$ cat config.mk
export PLATFORM = sky130hd
export DESIGN_NAME = dmem_arbiter
export DESIGN_NICKNAME = d
export VERILOG_FILES = /design/src/rtl/dmem_arbiter.sv
export SDC_FILE = /design/constraint.sdc
export NUM_CORES = 1
export LEC_CHECK = 0
export CORE_ASPECT_RATIO = 1.4
export CORE_MARGIN = 8
export CORE_UTILIZATION = 26
export DETAILED_ROUTE_END_ITERATION = 7
export PLACE_DENSITY_LB_ADDON = 0.1
export SLEW_MARGIN = 10
export SYNTH_ARGS = -nofsm -noshare
export SYNTH_HDL_FRONTEND = slang
export SYNTH_SLANG_ARGS = --single-unit
$ cat constraint.sdc
create_clock -name clk -period 2.5 [get_ports clk]
set_clock_uncertainty 0.2 [all_clocks]
set_input_delay 0.75 -clock clk [delete_from_list [all_inputs] [get_ports clk]]
set_output_delay 0.75 -clock clk [all_outputs]
set_load 0.01 [all_outputs]
$ cat src/rtl/dmem_arbiter.sv
// rtl/dmem_arbiter.sv - single-port data memory arbiter between core load/store path and debug port
//
// Purpose:
//    Shares one synchronous-read DataMemory between the core datapath and a
//    debug/loader port. The core has fixed priority. A starvation counter
//    forces a debug grant after MAX_WAIT lost cycles. Reads take one extra
//    cycle, and the requester's return cycle is tracked by the FSM.
//    The core is stalled until its access completes.
//
// Configuration macro:
//    MEM_ARB_PERF_EN - adds perf_stall_cnt_o / perf_dbg_cnt_o counters.
//
// Ports:
//    clk, rst                 clock, synchronous active-high reset
//    core_req_i/we_i/addr_i/wdata_i   core access request
//    core_rdata_o, core_stall_o       core load data / stall
//    dbg_req_i/we_i/addr_i/wdata_i    debug access request (held until grant)
//    dbg_gnt_o, dbg_rvalid_o, dbg_rdata_o   debug grant / read return
//    mem_addr_o/wdata_o/write_o/read_o, mem_rdata_i   DataMemory interface
//    perf_stall_cnt_o, perf_dbg_cnt_o (MEM_ARB_PERF_EN only)

module dmem_arbiter #(
   parameter int MEM_WIDTH  = 8,
   parameter int DATA_WIDTH = 32,
   parameter int MAX_WAIT   = 4
) (
   input  logic                  clk,
   input  logic                  rst,
   input  logic                  core_req_i,
   input  logic                  core_we_i,
   input  logic [MEM_WIDTH-1:0]  core_addr_i,
   input  logic [DATA_WIDTH-1:0] core_wdata_i,
   output logic [DATA_WIDTH-1:0] core_rdata_o,
   output logic                  core_stall_o,
   input  logic                  dbg_req_i,
   input  logic                  dbg_we_i,
   input  logic [MEM_WIDTH-1:0]  dbg_addr_i,
   input  logic [DATA_WIDTH-1:0] dbg_wdata_i,
   output logic                  dbg_gnt_o,
   output logic                  dbg_rvalid_o,
   output logic [DATA_WIDTH-1:0] dbg_rdata_o,
   output logic [MEM_WIDTH-1:0]  mem_addr_o,
   output logic [DATA_WIDTH-1:0] mem_wdata_o,
   output logic                  mem_write_o,
   output logic                  mem_read_o,
   input  logic [DATA_WIDTH-1:0] mem_rdata_i
`ifdef MEM_ARB_PERF_EN
   ,
   output logic [31:0]           perf_stall_cnt_o,
   output logic [31:0]           perf_dbg_cnt_o
`endif
);

   // MAX_WAIT=0 would give a zero-width counter; keep one bit, it simply stays 0.
   localparam int CNT_W = (MAX_WAIT > 0) ? $clog2(MAX_WAIT + 1) : 1;
   localparam logic [CNT_W-1:0] MAX_CNT = CNT_W'(MAX_WAIT);

   typedef enum logic [1:0] {
      S_IDLE    = 2'd0,
      S_CORE_RD = 2'd1,
      S_DBG_RD  = 2'd2
   } state_e;

   state_e           state_q, state_d;
   logic [CNT_W-1:0] starve_q, starve_d;
   logic             is_idle;
   logic             dbg_win;
   logic             core_win;

   always_ff @(posedge clk) begin
      if (rst) begin
         state_q  <= S_IDLE;
         starve_q <= '0;
      end else begin
         state_q  <= state_d;
         starve_q <= starve_d;
      end
   end

   always_comb begin
      state_d      = state_q;
      starve_d     = starve_q;
      is_idle      = 1'b0;
      dbg_win      = 1'b0;
      core_win     = 1'b0;
      core_rdata_o = '0;
      core_stall_o = 1'b0;
      dbg_gnt_o    = 1'b0;
      dbg_rvalid_o = 1'b0;
      dbg_rdata_o  = '0;
      mem_addr_o   = '0;
      mem_wdata_o  = '0;
      mem_write_o  = 1'b0;
      mem_read_o   = 1'b0;

      if (rst) begin
         // All outputs held at 0; any in-flight read return is dropped.
         state_d  = S_IDLE;
         starve_d = '0;
      end else begin
         is_idle  = (state_q == S_IDLE);
         dbg_win  = is_idle && dbg_req_i && (!core_req_i || (starve_q == MAX_CNT));
         core_win = is_idle && core_req_i && !dbg_win;

         if (dbg_win) begin
            dbg_gnt_o   = 1'b1;
            mem_addr_o  = dbg_addr_i;
            mem_wdata_o = dbg_wdata_i;
            mem_write_o = dbg_we_i;
            mem_read_o  = !dbg_we_i;
            if (!dbg_we_i) begin
               state_d = S_DBG_RD;
            end
         end else if (core_win) begin
            mem_addr_o  = core_addr_i;
            mem_wdata_o = core_wdata_i;
            mem_write_o = core_we_i;
            mem_read_o  = !core_we_i;
            if (!core_we_i) begin
               state_d = S_CORE_RD;
            end
         end

         case (state_q)
            S_CORE_RD: begin
               core_rdata_o = mem_rdata_i;
               state_d      = S_IDLE;
            end
            S_DBG_RD: begin
               dbg_rvalid_o = 1'b1;
               dbg_rdata_o  = mem_rdata_i;
               state_d      = S_IDLE;
            end
            default: ;
         endcase

         // A store that wins in IDLE completes immediately; a load is released
         // in its data-return cycle. Everything else holds the core.
         core_stall_o = core_req_i && !(core_win && core_we_i) && (state_q != S_CORE_RD);

         // Counts every cycle debug waits, including read-return cycles.
         if (dbg_gnt_o || !dbg_req_i) begin
            starve_d = '0;
         end else if (starve_q != MAX_CNT) begin
            starve_d = starve_q + 1'b1;
         end
      end
   end

`ifdef MEM_ARB_PERF_EN
   logic [31:0] perf_stall_q, perf_stall_d;
   logic [31:0] perf_dbg_q, perf_dbg_d;

   always_comb begin
      perf_stall_d = perf_stall_q + {31'd0, core_stall_o};
      perf_dbg_d   = perf_dbg_q + {31'd0, dbg_gnt_o};
   end

   always_ff @(posedge clk) begin
      if (rst) begin
         perf_stall_q <= '0;
         perf_dbg_q   <= '0;
      end else begin
         perf_stall_q <= perf_stall_d;
         perf_dbg_q   <= perf_dbg_d;
      end
   end

   assign perf_stall_cnt_o = perf_stall_q;
   assign perf_dbg_cnt_o   = perf_dbg_q;
`endif

endmodule

==> out/results.md <==
• **status** complete, but fails checks
• **violated checks** negative setup slack
• **clock slew at the register clock pins of the worst setup and hold paths** 0.03 ns
• **port bufs** 226
• **Synthesized Nets** 372
• **first-pass iteration count of the detailed router** 4
• **vias per cell** 5.117
• **first-pass GRT wire length** 17,580 um
• **peak clock frequency supported by timing** 363.9 MHz
• **Worst Tran Pin Value** 0.3768 ns
• **wire length reported by the detailed router** 12,730 um
• **Finished Core Util** 0.7608
• **DIE AREA** 0.009472 sq mm
• **launching element type of the critical path** primary input
• **Synth-to-Final Area Change** 188.1%
• **top-level I/O count** 227
• **sequence of cells on the critical path** buf_8 -> nor3b_4 -> buf_6 -> buf_12 -> nand3b_1 -> a21oi_2 -> buf_4
• **share of synthesized flip-flops with an asynchronous set or reset** 0
• **insertion delay of the later-clocked pin in the worst-skew pair** 0.23 ns
• **core area** 0.006481 sq mm
• **top post-synthesis cells by count** and2_1, nand3_1, a21oi_1
• **# rows** 35
• **Final Worst Setup Slack** -0.2477 ns
• **crit path capture type** output port
• **path class of the lowest-slack min-delay path** reg2reg
• **dominant cell type by area after synthesis** and2_1
• **unrepaired setup endpoints after global routing** yes
• **number of register bits inferred by synthesis** 5
• **area share of the largest cell type after synthesis** 0.2339
• **Max-Slew Margin vs Limit** 0.7488
• **fraction of layout instances using a drive strength above 1** 0.5355
• **Seq. cell area** 102.6 sq um
• **instance count of the mapped netlist** 252
• **buffers plus inverters on the worst setup path** 4
• **final cell area excluding filler cells** 0.004931 sq mm
• **power per standard cell area** 181.7 mW/mm^2
• **arrival time at the worst endpoint** 1.80 ns
• **Lkg Pwr** 0.002186 uW
• **endpoints failing setup** 92
• **H-tree levels** 1
• **initial antenna violation count** 1
• **total routing resource utilization after global routing** 0.2323
• **starting density of the core** 0.2641
• **number of warnings printed during yosys synthesis** 0
• **aggregate global routing overflow** 0
• **Slew Limit Fails** 0
• **setup slack after placement** -1.183 ns
• **Mean Syn Cell Area** 6.792 sq um
• **biggest fanout along the worst timing path** 5
• **worst-case clock buffer depth** 2
• **clock tree sinks** 5
• **number of enable flip-flop cells after synthesis** 0
• **Root Buffer** clkbuf_8
• **Placed Area** 0.004028 sq mm
• **commonest register cell after synthesis** dfxtp_1
• **dominant cell by count in the synthesized netlist** and2_1
• **cell family with the largest share of critical-path delay** buffers and inverters
• **fraction of the cycle the final worst path needs** 1.099
• **Tmin final** 2.748 ns
• **maximum number of pins on one net before global-route repair** 33
• **Avg WL per Cell** 21.35 um
• **1st-iter DRT viols** 92
• **Horiz. Die Dim** 84.58 um
• **area of combinational cells with multiple inputs** 0.001635 sq mm
• **slowest cell on the critical path** nor3b_4
• **Post-Synthesis Cell Area** 0.001712 sq mm
• **final hold vios** 0
• **die height** 112 um
• **Worst Path Required** 1.55 ns
• **cell types with the largest area share after synthesis** and2_1, nand3b_1, nand3_1
• **RD Place Congestion** 0.8062
• **largest voltage drop on the vdd net** 0.0001318 V
• **number of buffers added by the clock tree synthesis step** 3
• **number of global-route vias before repair** 3,295
• **net count of the finished layout** 642
• **drc violations** 0
• **Final HPWL DP** 8281 um
• **TritonCTS clock tree** built
• **count of distinct cell types in the synthesized netlist** 29
• **slowest stage delay, CP** 0.22 ns
• **Antenna Violating Nets Remaining** 0
• **via count of the routed design** 3,050
• **reported max-cap violation count** 0
• **register area share after synthesis** 0.05848
• **type of the worst setup path** in2out
• **Filler Cells Inserted** 472
• **number of hold buffers added after cts** 0
-- per-layer routing --
metal,part of all wire,track usage,up-vias,wire [um]
met1,0.31,0.2003,1427,3910
met3,0.11,0.09727,25,1460
li1,-,-,1421,-
met4,0.041,0.07279,0,528
met2,0.54,0.4607,177,6827
met5,0,0,-,0
-- stage by stage --
stage	std cells	setup TNS [ns]	hold WS, ns	total power, uW
3_5_place_dp	550	-74.66	0.3806	611.6
4_1_cts	597	-13.98	0.3862	846.0
5_1_grt	596	-13.76	0.4240	943.8
6_report	596	-9.702	0.3817	896.0
2_1_floorplan	252	0	0.2601	281.1
3_3_place_gp	550	-74.14	0.3776	605.6
-- what timing repair did --
action,4_1_cts,5_1_grt
pin swaps,45,36
gates cloned,11,3
buffers inserted,32,3
endpoints found under the setup margin,109,109
gates resized for setup,569,119
-- power by group --
group | switching, uW | leakage [uW] | internal, uW
sequential | 3.12 | 0.0000415 | 82.9
clock | 49.3 | 0.0000228 | 110
combinational | 249 | 0.00212 | 401
total | 302 | 0.00219 | 594
-- worst register-to-register path: stages (launching register included) --
cell	delay, ns
dfxtp_1	0.30
inv_1	0.06
ha_1	0.30
a21boi_4	0.12
nand2b_4	0.17
buf_6	0.12
buf_4	0.12
buf_4	0.12
o31ai_1	0.25
-- area by class of cell --
class	count	area share
Inverter	4	0.003552
Sequential cell	5	0.02081
Multi-Input combinational cell	215	0.3316
Tap cell	74	0.01878
Clock buffer	4	0.009135
Antenna cell	1	0.0005075
Timing Repair Buffer	293	0.6156
-- cell families after synthesis --
kind of cell | synth area share
xor gates and xnor gates | 0.005118
buffers and inverters | 0.1645
DFF | 0.05848
and+or+nand+nor | 0.6038
AOI/OAI and AO/OA | 0.1535
adders and majority gates | 0.01462
-- registers in the layout, indices dropped and copies added, names as in the netlist --
name	cells
starve_q	3
state_q	2
-- placed cells by master, fill, tap and decap left out, types with 3 or more instances in the layout --
cell | Yosys | layout
clkdlybuf4s50_1 | 0 | 113
nor2_1 | 4 | 3
nand3b_1 | 41 | 41
and2_4 | 0 | 61
a21oi_1 | 42 | 30
nand2_1 | 4 | 3
nand3_2 | 0 | 8
buf_4 | 0 | 20
nand3_1 | 44 | 34
dfxtp_1 | 5 | 3
buf_16 | 0 | 5
clkbuf_8 | 8 | 3
buf_12 | 0 | 9
and2_1 | 64 | 3
buf_2 | 4 | 43
a21oi_2 | 0 | 12
buf_8 | 0 | 6
buf_6 | 9 | 93
clkbuf_16 | 0 | 3
-- path summary, 6_finish.rpt --
| check | endpoint | depth (start not counted) | slack [ns] | from |
|---|---|---|---|---|
| min | starve_q[1] | 3 | 0.38 | starve_q[1] |
| max | mem_wdata_o[31] | 7 | -0.25 | dbg_req_i |
| max reg2reg | state_q[1] | 8 | 0.63 | starve_q[0] |
| min reg2reg | starve_q[1] | 3 | 0.38 | starve_q[1] |
Power figures use the tool's default switching activity.
==> variant 1, RTL diff (same settings) <==
`MEM_WIDTH`: 8 -> 10.
--- a/src/rtl/dmem_arbiter.sv
+++ b/src/rtl/dmem_arbiter.sv
@@ -20,7 +20,7 @@
 //    perf_stall_cnt_o, perf_dbg_cnt_o (MEM_ARB_PERF_EN only)
 
 module dmem_arbiter #(
-   parameter int MEM_WIDTH  = 8,
+   parameter int MEM_WIDTH  = 10,
    parameter int DATA_WIDTH = 32,
    parameter int MAX_WAIT   = 4
 ) (
Interface: changed (resized core_addr_i, dbg_addr_i and mem_addr_o); port bits go from 227 to 233. The function was not compared with the original's and may differ.
==> variant 1 against the unedited design <==
The flow still finishes with violations (setup timing); synthesized area shrank 4.5%; sequential cell count is the same; cell area grew 4.0%; setup slack lost 0.046 ns; sequential power grew 0.6%; register-to-register slack lost 0.05 ns; synthesized cell count grew 2.4%; combinational power grew 8.2%; critical path depth grew 1; total power grew 5.2%; cell count grew 0.34%; routed wire length grew 5.7%.
==> variant 1: results <==
[logic_synthesis]
synth_common_cells = and2_1 (64), nand3_1 (46), a21oi_1 (43), nand3b_1 (43), clkbuf_1 (15)
synth_area_leaders = and2_1 (25%), nand3b_1 (20%), nand3_1 (14%)
syn_nets = 382
async_flop_share_pct = 0
synth_most_common_cell = and2_1
ys_seq_area_share_pct = 6.13

[placement]
hpwlAfterDp_mm = 8.90
port_buffers = 232
gp_congestion = 0.870

[cells_and_area]
n_antenna_cell = 0
final_net_count = 651
final_layout_size_suffix_gt1_share_pct = 58.2
nFillCells = 354

[global_routing]
grt_pass1_vias = 3244
antenna_found_initial = 1
grt_start_max_net_pins = 44
grt_use_total_pct = 24.7
grt_pass1_wl_mm = 18.1

[clock_network]
clk_latency_ns = 0.22
clk_path_buf_depth = 2
cts-buffers-inserted = 3

[run_status]
violations = setup timing
status = finished with violations

[setup_path]
slowest_delay_ns = 0.20
worstPathMaxFanout = 6
rrSetupSlack_ns = 0.58
reg2reg_to = starve_q[2]
r2r_cells = 7
startpoint = core_req_i

[timing]
setup_ws_ns = -0.293
worstMarginPinSlew_ns = 0.448
setup_viol_count_final = 107
setup_tns_ns = -14.80

[route]
drt_iter0_drc = 139
via_per_inst = 5.23
wl_mm = 13.5

[pwr]
vdd.ir_drop.worst_mv = 0.146
power_leakage_nw = 2.23

[min_path]
hold_class = flip-flop to flip-flop
## variant 1: cell count changes in the layout (fill, tap and decap cells not counted), sizes merged
cell,delta
nand3b,+2
clkdlybuf4s50,+5
clkbuf,-1
dlygate4sd2,-1
diode,-1
a21oi,+2
buf,-4
nand3,+2
## variant 1: cell type report
class	instances	area [µm²]	area share (%)
timing repair buffer	292	3060	59.7
inverter	4	17.5	0.342
tap	72	90.1	1.76
clock buffer	4	45.0	0.878
sequential	5	101	1.98
multi-input combinational	221	1810	35.4
## variant 1: worst max-delay path by stage
stage | end | slack [ns] | cells after the start
2_1_floorplan | mem_addr_o[5] | -0.02 | 4
3_3_place_gp | mem_addr_o[9] | -1.14 | 6
3_5_place_dp | mem_wdata_o[27] | -1.16 | 6
4_1_cts | mem_addr_o[9] | -0.25 | 8
5_1_grt | mem_addr_o[7] | -0.36 | 8
6_report | mem_addr_o[7] | -0.29 | 8
## variant 1: worst register-to-register path, stage by stage (launching register included)
cell and delay, ns:
dfxtp_1 0.33, inv_1 0.05, ha_2 0.22, a21boi_4 0.28, buf_12 0.19, o311ai_0 0.12
buf_4 0.17, nor3_1 0.26
## variant 1: metrics by stage
step	instance area, µm²	setup WS, ns	power, mW	std cells	hold slack [ns]
6_report	5130	-0.293	0.943	598	0.410
5_1_grt	5130	-0.356	0.993	598	0.433
4_1_cts	4680	-0.248	0.899	600	0.391
3_5_place_dp	4300	-1.16	0.664	560	0.385
3_3_place_gp	4300	-1.14	0.656	560	0.379
2_1_floorplan	1730	-0.0186	0.290	258	0.260
## variant 1: logic make-up (layout without fill, tap and decap cells)
group	count (synthesis)	count (layout)	share of synthesized area, %
xor gates and xnor gates	1	1	0.536
adders and majority gates	2	2	1.53
buffers and inverters	32	300	10.2
AOI/OAI and AO/OA	50	50	16.9
and+or+nand+nor	168	168	64.7
DFF	5	5	6.13
## variant 1: timing repair
item                       CTS  global route
gates cloned                13             1
hold buffers                 0             0
setup endpoints to repair  111           110
gates resized for setup    547           133
pin swaps                   51            57
buffers inserted            23             5
## variant 1: report_power, final
group          internal, mW  switching (mW)  leakage, nW
clock network         0.110          0.0433       0.0228
registers            0.0827         0.00379       0.0411
logic                 0.429           0.274         2.17
total                 0.622           0.321         2.23
## variant 1: layer usage
layer	vias to the layer above	wire length [µm]	track usage (%)
li1	1442	-	-
met1	1470	4530	24.1
met2	183	7400	47.3
met3	29	1100	8.45
met4	2	410	8.44
met5	-	13	0
==> variant 2, RTL diff (same settings) <==
Made on the original files. Put a register stage on the output `dbg_rdata_o`, cleared by the reset. The value now appears one clock later. The other outputs are not delayed to match.
--- a/src/rtl/dmem_arbiter.sv
+++ b/src/rtl/dmem_arbiter.sv
@@ -61,6 +61,8 @@
       S_DBG_RD  = 2'd2
    } state_e;
 
+   logic [DATA_WIDTH-1:0] dbg_rdata_d;
+
    state_e           state_q, state_d;
    logic [CNT_W-1:0] starve_q, starve_d;
    logic             is_idle;
@@ -87,7 +89,7 @@
       core_stall_o = 1'b0;
       dbg_gnt_o    = 1'b0;
       dbg_rvalid_o = 1'b0;
-      dbg_rdata_o  = '0;
+      dbg_rdata_d  = '0;
       mem_addr_o   = '0;
       mem_wdata_o  = '0;
       mem_write_o  = 1'b0;
@@ -128,7 +130,7 @@
             end
             S_DBG_RD: begin
                dbg_rvalid_o = 1'b1;
-               dbg_rdata_o  = mem_rdata_i;
+               dbg_rdata_d  = mem_rdata_i;
                state_d      = S_IDLE;
             end
             default: ;
@@ -170,5 +172,13 @@
    assign perf_dbg_cnt_o   = perf_dbg_q;
 `endif
 
+   always_ff @(posedge clk) begin
+      if (rst) begin
+         dbg_rdata_o <= '0;
+      end else begin
+         dbg_rdata_o <= dbg_rdata_d;
+      end
+   end
+
 endmodule
 
Behaviour: not the same (Yosys sat finds a counterexample within 4 cycles, from zero or initial values).
==> variant 2 against the unedited design <==
The flow still finishes with violations (setup timing); setup slack got worse by 0.069 ns; largest cell class unchanged; synthesized cell count increased by 13%; total power increased by 140%; critical path depth unchanged; synthesized area increased by 50%; sequential cell count increased by 32; die area increased by 41%; sequential power increased to 7.0 times the old value; routed wire length decreased by 14%; cell area increased by 22%; first-iteration DRC count decreased by 25%; sequential share of layout area increased by 10 points.
==> variant 2: results <==
[clock_network]
clk_pin_slew_ns = 0.06
cts-root-buf = clkbuf_16
cts-buffers-inserted = 5
cts_max_level = 2
clk_latency_ns = 0.28

[logic_synthesis]
syn-mean-instance-area_um2 = 9.04
ys_types = 25
synth-compound-area-share_pct = 27.1
ys_seq_area_share_pct = 28.8
synth-xor-area-share_pct = 0.341
synth_area_leaders = dfxtp_1 (29%), o32ai_2 (25%), and2_1 (16%)
synthAdderAreaFrac_pct = 0.975
synth_common_cells = and2_1 (65), inv_1 (44), nand2b_1 (41), o32ai_2 (39), dfxtp_1 (37)
syn_nets = 404

[timing]
setup_viol_count_final = 52
setup_ws_ns = -0.317
slew-limit-headroom_pct = 82.8

[setup_path]
reg2reg_to = starve_q[2]
crit_arrival_ns = 1.87
worstPathMaxFanout = 6
rrSetupSlack_ns = 0.83
r2r_cells = 6

[placement]
dpl.cell_count = 649
gp_congestion = 0.731
hpwlAfterDp_mm = 8.29

[cells_and_area]
final_cells = 676
final_layout_size_suffix_gt1_share_pct = 37.7
n_antenna_cell = 0
top_regs = dbg_rdata_o x32, starve_q x3, state_q x2
final_net_count = 660

[route]
first_pass_iters = 3
drt_iter0_drc = 69
via_count = 2939
wl_mm = 10.9

[pwr]
power_leakage_nw = 2.52
intPower_mw = 1.63
vdd.ir_drop.worst_mv = 0.339

[global_routing]
grt_pass1_vias = 3195
grt_pass1_wl_mm = 16.8
grt_start_max_net_pins = 38
grt_use_total_pct = 16.0

[min_path]
hp-start = state_q[1]
worstHoldEndpoint = state_q[0]
whs_path_depth = 2

[run_status]
violations = setup timing
status = finished with violations
## variant 2: cell count changes after synthesis, moves of 2 or more
cell | before | now
inv_1 | 3 | 44
nand2b_1 | 0 | 41
clkbuf_8 | 8 | 0
a21oi_1 | 42 | 5
clkbuf_1 | 3 | 6
o32ai_2 | 0 | 39
buf_6 | 9 | 4
nor3b_2 | 0 | 2
nand3b_1 | 41 | 2
dfxtp_1 | 5 | 37
nand3_1 | 44 | 5
buf_2 | 4 | 10
## variant 2: worst max-delay path: cells and delay by family
| family | cells | cell delay, ns |
|---|---|---|
| AND/OR/NAND/NOR | 2 | 0.35 |
| AO/OA/AOI/OAI | 1 | 0.19 |
| buffers and inverters | 4 | 0.57 |
## variant 2: how the worst max path moves through the flow
| stage | from | end | cells past startpoint | slack [ns] |
|---|---|---|---|---|
| floorplan | core_req_i | mem_addr_o[0] | 4 | -0.003 |
| global placement | dbg_req_i | mem_wdata_o[9] | 6 | -1.11 |
| detailed placement | dbg_req_i | mem_wdata_o[9] | 6 | -1.12 |
| CTS | dbg_req_i | mem_wdata_o[23] | 7 | -0.28 |
| global route | dbg_req_i | mem_wdata_o[6] | 7 | -0.36 |
| finish | dbg_req_i | mem_wdata_o[6] | 7 | -0.32 |
## variant 2: per-layer routing
metal / track usage, % / vias up / wire, µm
met4: 5.32 / 2 / 153
met5: 0 / - / 13
li1: - / 1464 / -
met3: 7.21 / 11 / 1250
met2: 29.4 / 151 / 5740
met1: 15.1 / 1311 / 3770
## variant 2: layout make-up
cell class,count,area [µm²]
clock inverter,3,65.1
sequential,37,746
fill,843,3740
inverter,44,165
tap,135,169
timing repair buffer,273,2690
clock buffer,5,125
multi-input combinational,179,2030
## variant 2: logic make-up after synthesis
| family | count (synthesis) |
|---|---|
| xor+xnor | 1 |
| compound gates | 48 |
| fa+ha+maj | 2 |
| flops | 37 |
| simple gates | 128 |
| buf+inv | 68 |
## variant 2: what timing repair did
item                       in CTS  in global routing
pin swaps                      19                  7
cloned                          8                  1
setup buffers                  10                  3
gates resized for setup       364                 21
setup endpoints to repair      77                 60
## variant 2: metrics by stage
step	TNS (ns)	instance area (µm²)	setup WS, ns	hold slack (ns)
finish	-11.68	5990	-0.317	0.347
global route	-15.00	5990	-0.363	0.385
CTS	-10.51	5870	-0.281	0.352
detailed placement	-61.50	5600	-1.12	0.377
global placement	-61.08	5600	-1.11	0.376
floorplan	-0.104	3000	-0.00347	0.259
## variant 2: power groups by stage
stage / Clock [mW] / Sequential (mW) / Combinational [mW]
after detailed placement: 0 / 0.614 / 0.713
after global routing: 0.843 / 0.603 / 0.817
after global placement: 0 / 0.614 / 0.706
final: 0.804 / 0.602 / 0.766
after floorplan: 0 / 0.616 / 0.331
after CTS: 0.825 / 0.602 / 0.758
